$ cat src/rtl/seg_pkg.sv
// Shared types and segment patterns for the dual-digit seven-segment driver.
// Patterns are active-low, bit order {g,f,e,d,c,b,a}.
package seg_pkg;

  typedef enum logic [2:0] {
    StStart  = 3'd0,
    StDig1   = 3'd1,
    StBlank1 = 3'd2,
    StDig2   = 3'd3,
    StBlank2 = 3'd4
  } state_e;

  localparam logic [6:0] SEG_BLANK = 7'b1111111;

  localparam logic [6:0] SEG_0 = 7'b1000000;
  localparam logic [6:0] SEG_1 = 7'b1111001;
  localparam logic [6:0] SEG_2 = 7'b0100100;
  localparam logic [6:0] SEG_3 = 7'b0110000;
  localparam logic [6:0] SEG_4 = 7'b0011001;
  localparam logic [6:0] SEG_5 = 7'b0010010;
  localparam logic [6:0] SEG_6 = 7'b0000010;
  localparam logic [6:0] SEG_7 = 7'b1111000;
  localparam logic [6:0] SEG_8 = 7'b0000000;
  localparam logic [6:0] SEG_9 = 7'b0010000;
  localparam logic [6:0] SEG_A = 7'b0001000;
  localparam logic [6:0] SEG_B = 7'b0000011;
  localparam logic [6:0] SEG_C = 7'b1000110;
  localparam logic [6:0] SEG_D = 7'b0100001;
  localparam logic [6:0] SEG_E = 7'b0000110;
  localparam logic [6:0] SEG_F = 7'b0001110;

endpackage

$ cat src/rtl/hex_to_seg7.sv
// Combinational hex digit to active-low seven-segment pattern decoder.
module hex_to_seg7
  import seg_pkg::*;
(
  input  logic [3:0] hex,
  output logic [6:0] seg
);

  always_comb begin
    seg = SEG_BLANK;
    unique case (hex)
      4'h0: seg = SEG_0;
      4'h1: seg = SEG_1;
      4'h2: seg = SEG_2;
      4'h3: seg = SEG_3;
      4'h4: seg = SEG_4;
      4'h5: seg = SEG_5;
      4'h6: seg = SEG_6;
      4'h7: seg = SEG_7;
      4'h8: seg = SEG_8;
      4'h9: seg = SEG_9;
      4'hA: seg = SEG_A;
      4'hB: seg = SEG_B;
      4'hC: seg = SEG_C;
      4'hD: seg = SEG_D;
      4'hE: seg = SEG_E;
      4'hF: seg = SEG_F;
    endcase
  end

endmodule

$ cat src/rtl/seg_display_mux.sv
// Time-multiplexed driver for a dual common-anode seven-segment display.
// Define DISP_DEADTIME_EN to insert BLANK_CYCLES of all-off dead-time after each digit.
module seg_display_mux
  import seg_pkg::*;
#(
  parameter int unsigned ON_CYCLES    = 24000,
  parameter int unsigned BLANK_CYCLES = 480
) (
  input  logic       Clk,
  input  logic       Reset,
  input  logic [3:0] Sw1,
  input  logic [3:0] Sw2,
  output logic [6:0] Seg,
  output logic       An1,
  output logic       An2
);

`ifdef DISP_DEADTIME_EN
  localparam bit DeadTime = 1'b1;
`else
  localparam bit DeadTime = 1'b0;
`endif

  localparam int unsigned CntLen = (DeadTime && (BLANK_CYCLES > ON_CYCLES)) ? BLANK_CYCLES
                                                                            : ON_CYCLES;
  localparam int unsigned CntW   = (CntLen > 1) ? $clog2(CntLen) : 1;

  localparam logic [CntW-1:0] OnLast = CntW'(ON_CYCLES - 1);
`ifdef DISP_DEADTIME_EN
  localparam logic [CntW-1:0] BlankLast = CntW'(BLANK_CYCLES - 1);
`endif

  state_e          state_q, state_d;
  logic [CntW-1:0] cnt_q;
  logic [3:0]      digit_sel;
  logic [6:0]      seg_dec;

  always_comb begin
    state_d = state_q;
    unique case (state_q)
      StStart: state_d = StDig1;
`ifdef DISP_DEADTIME_EN
      StDig1:   if (cnt_q == OnLast)    state_d = StBlank1;
      StBlank1: if (cnt_q == BlankLast) state_d = StDig2;
      StDig2:   if (cnt_q == OnLast)    state_d = StBlank2;
      StBlank2: if (cnt_q == BlankLast) state_d = StDig1;
`else
      StDig1:   if (cnt_q == OnLast)    state_d = StDig2;
      StDig2:   if (cnt_q == OnLast)    state_d = StDig1;
`endif
      default:  state_d = StStart;
    endcase
  end

  // Single decoder, fed by whichever digit is about to be lit.
  assign digit_sel = (state_d == StDig2) ? Sw2 : Sw1;

  hex_to_seg7 u_hex_to_seg7 (
    .hex (digit_sel),
    .seg (seg_dec)
  );

  // Outputs only change on a state change, so Seg and anodes switch together.
  always_ff @(posedge Clk or posedge Reset) begin
    if (Reset) begin
      state_q <= StStart;
      cnt_q   <= '0;
      Seg     <= SEG_BLANK;
      An1     <= 1'b1;
      An2     <= 1'b1;
    end else begin
      state_q <= state_d;
      if (state_d != state_q) begin
        cnt_q <= '0;
        unique case (state_d)
          StDig1: begin
            Seg <= seg_dec;
            An1 <= 1'b0;
            An2 <= 1'b1;
          end
          StDig2: begin
            Seg <= seg_dec;
            An1 <= 1'b1;
            An2 <= 1'b0;
          end
          default: begin
            Seg <= SEG_BLANK;
            An1 <= 1'b1;
            An2 <= 1'b1;
          end
        endcase
      end else begin
        cnt_q <= cnt_q + CntW'(1);
      end
    end
  end

endmodule

$ cat config.mk
export PLATFORM = sky130hd
export DESIGN_NAME = seg_display_mux
export DESIGN_NICKNAME = d
export VERILOG_FILES = /design/src/rtl/seg_pkg.sv /design/src/rtl/hex_to_seg7.sv /design/src/rtl/seg_display_mux.sv
export SDC_FILE = /design/constraint.sdc
export NUM_CORES = 1
export LEC_CHECK = 0
export CAP_MARGIN = 20
export CORE_UTILIZATION = 50
export CTS_CLUSTER_DIAMETER = 30
export CTS_CLUSTER_SIZE = 30
export DETAILED_ROUTE_END_ITERATION = 16
export GPL_ROUTABILITY_DRIVEN = 1
export PLACE_DENSITY = 0.75
export SYNTH_ARGS = -nofsm -noshare
export SYNTH_HDL_FRONTEND = slang
export SYNTH_SLANG_ARGS = --single-unit
$ cat constraint.sdc
create_clock -name Clk -period 3.02 [get_ports Clk]
set_clock_uncertainty 0.15 [all_clocks]
set_input_delay 0.453 -clock Clk [delete_from_list [all_inputs] [get_ports Clk]]
set_output_delay 0.453 -clock Clk [all_outputs]
set_load 0.02 [all_outputs]
==> flow_summary.yaml <==
yosys:
  synth.avg_cell_area_um2: 9.014
  ys_ff_latch: 27
  synth_ff_type: "dfrtp_1"
  ys_warn_count: 0
  synth_top_area_cell: "dfrtp_1"
  synth_edf_count: 0
  async_reset_ff_share_pct: 100.0
  synth_area_um2: 1722
  synth_top_area_share_pct: 26.16
  synth_cell_types: 43
  synth-seq-area-share_pct: 39.90
  yosys-top-cells-count: "31 x nor2_1, 18 x dfrtp_1, 15 x nand2_1"
  synth_nets: 208
  netlist_top_cells_area: "dfrtp_1 26%, dfstp_2 14%, nor2_1 6.8%"
  synth_most_common_cell: "nor2_1"
  syn_inst: 191
sta:
  maxSlewViolCount: 0
  setup_viol: 0
  fin_hold_ws_ns: 0.2815
  fin_setup_tns_ns: 0
  worst_slew_pin_slew_ns: 0.5129
  finalHoldViolCount: 0
  fin_crit_ns: 2.815
  max_freq_ghz: 0.3553
  slew_headroom_pct: 65.77
  rsz0062_at_grt: "false"
  finalCritPeriodShare_pct: 93.20
floorplanning:
  placementRows: 20
  die_h_um: 60.68
  die_area_um2: 3682
  core-area_um2: 3153
  die_w_um: 60.68
  io_pins: 19
  start_util_pct: 54.60
cts:
  clk_latency_ns: 0.32
  path_clk_slew_ns: 0.15
  cts.sinks: 27
  post_cts_resized: 0
  clockRootBuffer: "clkbuf_4"
  cts_buffer_depth: 2
  cts_setup_buffers: 0
  numCtsBuffers: 3
  cts_tree: "done"
  ctsHtreeMaxLevel: 1
  holdBufCountCts: 0
power_and_ir_drop:
  totalPowerFinal_uw: 685.4
  worst_ir_drop_vdd_mv: 0.2557
  p_per_area_nw_per_um2: 344.5
  p_leak_uw: 0.0008395
grt:
  grt_pass1_wl_um: 6361
  grt.total_usage_pct: 23.47
  antenna_found_initial: 0
  grt_pass1_vias: 1381
  grt_max_degree: 18
  grt_remaining_overflow: 0
detailed_routing:
  via_count: 1425
  wl_um: 3780
  ant_nets: 0
  viasPerCell: 5.610
  drtIter0Drc: 62
  routedWlPerCell_um: 14.88
  drc: 0
  drtPass1Iterations: 4
placement:
  port_buffers: 18
  gp_congestion: 0.8893
  dp_hpwl_um: 2945
flow_run:
  cap_violations: 0
setup_path:
  crit_start: "cnt_q[0]"
  crit_fanout: 9
  crit_slowest_cell: "dfrtp_1"
  crit_arrival_ns: 2.92
  crit_path_frequent_cell: "ha_1"
  path_cells: "ha_1 > and3_1 > nand4_4 > mux2i_4 > mux2i_1 > inv_1 > ha_1 > or3_1 > a31oi_1"
  critPathMaxStageDelay_ns: 0.43
  crit_required_ns: 3.12
  criticalPathCategory: "reg -> reg"
  reg2reg_from: "cnt_q[0]"
  endpoint_kind: "flop"
  start_kind: "flop"
layout:
  num_antenna_cells: 0
  fill_cells: 286
  drive_gt1_share_pct: 12.38
  final_nets: 228
  syn_to_final_growth_pct: 15.55
status:
  status: "finished, final reports clean"
hold_path:
  hold_class: "in -> async"
## per-stage QoR
| step | util [%] | cell area (µm²) | instances | worst slack, ns |
|---|---|---|---|---|
| after floorplan | - | 1722 | 191 | 0.05178 |
| after global placement | 62.22 | 1962 | 250 | 0.3254 |
| after detailed placement | 62.22 | 1962 | 250 | 0.2325 |
| after CTS | 63.10 | 1989 | 254 | 0.2052 |
| after global routing | 63.10 | 1989 | 254 | 0.07934 |
| final | 63.10 | 1989 | 254 | 0.2054 |
## final timing paths
kind                            endpoint  slack, ns  cells after the start
max in group asynchronous         Seg[0]       1.77                      3
min in group Clk                cnt_q[0]       0.34                      1
worst min register to register  cnt_q[0]       0.34                      1
worst min-delay path            cnt_q[3]       0.28                      2
worst max-delay path              Seg[2]       0.21                      9
worst max register to register    Seg[2]       0.21                      9
## logic make-up after synthesis
group / Yosys count / synth area share (%)
fa+ha+maj: 7 / 5.087
xor+xnor: 13 / 6.613
simple gates: 81 / 23.84
flops: 27 / 39.90
buf+inv: 18 / 4.506
other cells: 1 / 0.2178
compound gates: 33 / 12.65
mux: 11 / 7.195
## layout make-up
class / instances / area [µm²] / share of cell area, %
Clock buffer: 3 / 22.52 / 1.132
Clock inverter: 1 / 5.005 / 0.2516
Inverter: 8 / 30.03 / 1.509
Multi-Input combinational cell: 146 / 957.2 / 48.11
Sequential cell: 27 / 686.9 / 34.53
Tap cell: 44 / 55.05 / 2.767
Timing Repair Buffer: 25 / 232.7 / 11.70
## metal layers
metal	routed length, µm	GRT usage [%]	part of all wire (%)	up-vias
li1	-	-	-	699
met1	1669	30.24	44	678
met2	1947	41.13	52	44
met3	126	2.345	3.3	4
met4	36	8.117	0.95	0
met5	0	0	0	-
## flip-flops by register name, indices dropped and copies added (netlist names)
signal and flops:
An1 1, An2 1, Seg 7, cnt_q 15, state_q 3
## where the power goes
group	switching [µW]	internal, µW	total [µW]
sequential	9.97	383	393
combinational	75.5	61.4	137
clock	106	49.6	156
total	191	494	685
## cells in the final DEF (no fill, tap or decap), drive strengths merged, types with 2 or more instances in the layout
master / instances
xnor2: 7
clkbuf: 3
inv: 8
or2: 2
o211ai: 2
nand4: 4
o22ai: 4
mux2i: 10
nor2: 31
and3: 7
a31oi: 2
a21oi: 10
dfstp: 9
nor3b: 2
nand2: 15
nor2b: 4
xor2: 6
dfrtp: 18
nand3: 4
nand2b: 2
nor3: 4
buf: 7
ha: 7
clkdlybuf4s50: 18
o22a: 3
o21ai: 5
## worst max-delay path: cells and delay by family (launching register included)
family	cells	cell delay [ns]
AND/OR/NAND/NOR	3	0.80
flip-flops	1	0.43
buffers and inverters	1	0.09
AO/OA/AOI/OAI	1	0.17
adder cells (fa/ha/maj)	2	0.48
multiplexers	2	0.63
No activity file was read; power rests on OpenSTA's default activity.
==> RTL change (same settings) <==
The parameter `ON_CYCLES` goes from 24000 to 12000.
--- a/src/rtl/seg_display_mux.sv
+++ b/src/rtl/seg_display_mux.sv
@@ -3,7 +3,7 @@
 module seg_display_mux
   import seg_pkg::*;
 #(
-  parameter int unsigned ON_CYCLES    = 24000,
+  parameter int unsigned ON_CYCLES    = 12000,
   parameter int unsigned BLANK_CYCLES = 480
 ) (
   input  logic       Clk,
Check against the original RTL: no difference found for any inputs over 10 cycles, from zero or initial values and one cycle with Reset high; that may be too few to reach the edited logic, so the function may still have changed.
==> RTL change against the unedited design <==
- sequential cell count down 1
- via count down 8.8%
- largest cell class unchanged
- largest power group unchanged
- combinational power down 11%
- count of clock-buffer cells in the layout up 1
- global-route usage down 1.8 points
- worst setup slack better by 0.0092 ns
- final area down 3.7%
- area after synthesis down 8.4%
- first-iteration DRC count down 32%
- wire length down 11%
- clock power up 12%
- power down 1.9%
==> RTL change: results (changes against the unedited design) <==
Detailed routing
  • Routed via count: 1299 (-8.8%)
  • Met3 Wirelength: 108 um (-14%)
  • DRT iter0 DRCs: 42 (-32%)
  • Met2 WL post-DR: 1690 um (-13%)

Synth
  • Seq/Total Area, Yosys: 42.0% (+2.1 points)
  • Post-synthesis cell count: 174 (-8.9%)
  • Post-synth cell types: 41 (-4.7%)
  • Syn_nets: 191 (-8.2%)
  • Commonest cells in the netlist: nor2_1 (26), dfrtp_1 (17), nand2_1 (17), inv_1 (11), o21ai_0 (10)
  • Compound-Gate Fraction of Synth Area: 12.8% (+0.13 points)

Critical path
  • Worst r2r dst: Seg[3]$_DFFE_PP1N_
  • Length in cells of the worst reg-to-reg path: 11 (+2)
  • Critical Path Fanout Max: 11 (+2)
  • Slowest stage delay, CP: 0.41 ns (-0.02 ns)
  • Top Family by Delay on Critical Path: multiplexers
  • Worst EP arrival: 2.91 ns (about the same)

Global route
  • Largest net degree at the start of global routing: 21 (+3)
  • M1 GR Usage: 28.7% (-1.6 points)
  • First-pass GRT wire length: 5620 um (-12%)
  • Met2 usage: 36.9% (-4.2 points)

Placed design
  • Place WS: 0.0344 ns (-0.198 ns)
  • Gpl congestion: 0.955 (+7.3%)
  • Placed Area: 1860 sq um (-5.4%)
  • Hpwl dp: 2580 um (-12%)

Final layout
  • Fillers: 250 (-13%)
  • Final #Nets: 216 (-5.3%)

Power
  • Static Leak: 0.806 nW (-4.0%)
  • Switching Fraction: 26.2% (-1.8 points)
  • Clk. pwr: 0.000174 W (+12%)
  • Power Internal: 0.000496 W (+0.52%)

Status
  • Status: finished clean

Timing
  • Hold_ws: 0.343 ns (+0.0616 ns)
## RTL change: cell types whose count changed after synthesis, sizes merged, moves of 3 or more
cell,unedited run,this run
inv,8,11
o21ai,5,14
clkbuf,7,4
a31oi,2,7
nor3b,2,5
and3,7,4
o22a,3,0
o22ai,4,0
a21oi,10,2
nor2b,4,1
nor2,31,26
## RTL change: area by class of cell
type                       instances  area, sq um  share of cell area [%]
sequential                        26          662                    34.6
clock buffer                       4         36.3                    1.89
multi-input combinational        132          885                    46.2
inverter                          11         41.3                    2.16
timing repair buffer              25          236                    12.3
tap                               44         55.1                    2.87
## RTL change: worst register-to-register path, stage by stage, from the launching register on
cell and delay [ns]:
dfrtp_1 0.41, ha_1 0.23, nand4_2 0.16, nor4_4 0.26, mux2i_2 0.26, buf_6 0.20, mux2i_4 0.28, inv_1 0.12
ha_1 0.25, mux2i_1 0.16, a2bb2oi_1 0.18, o21ai_1 0.08
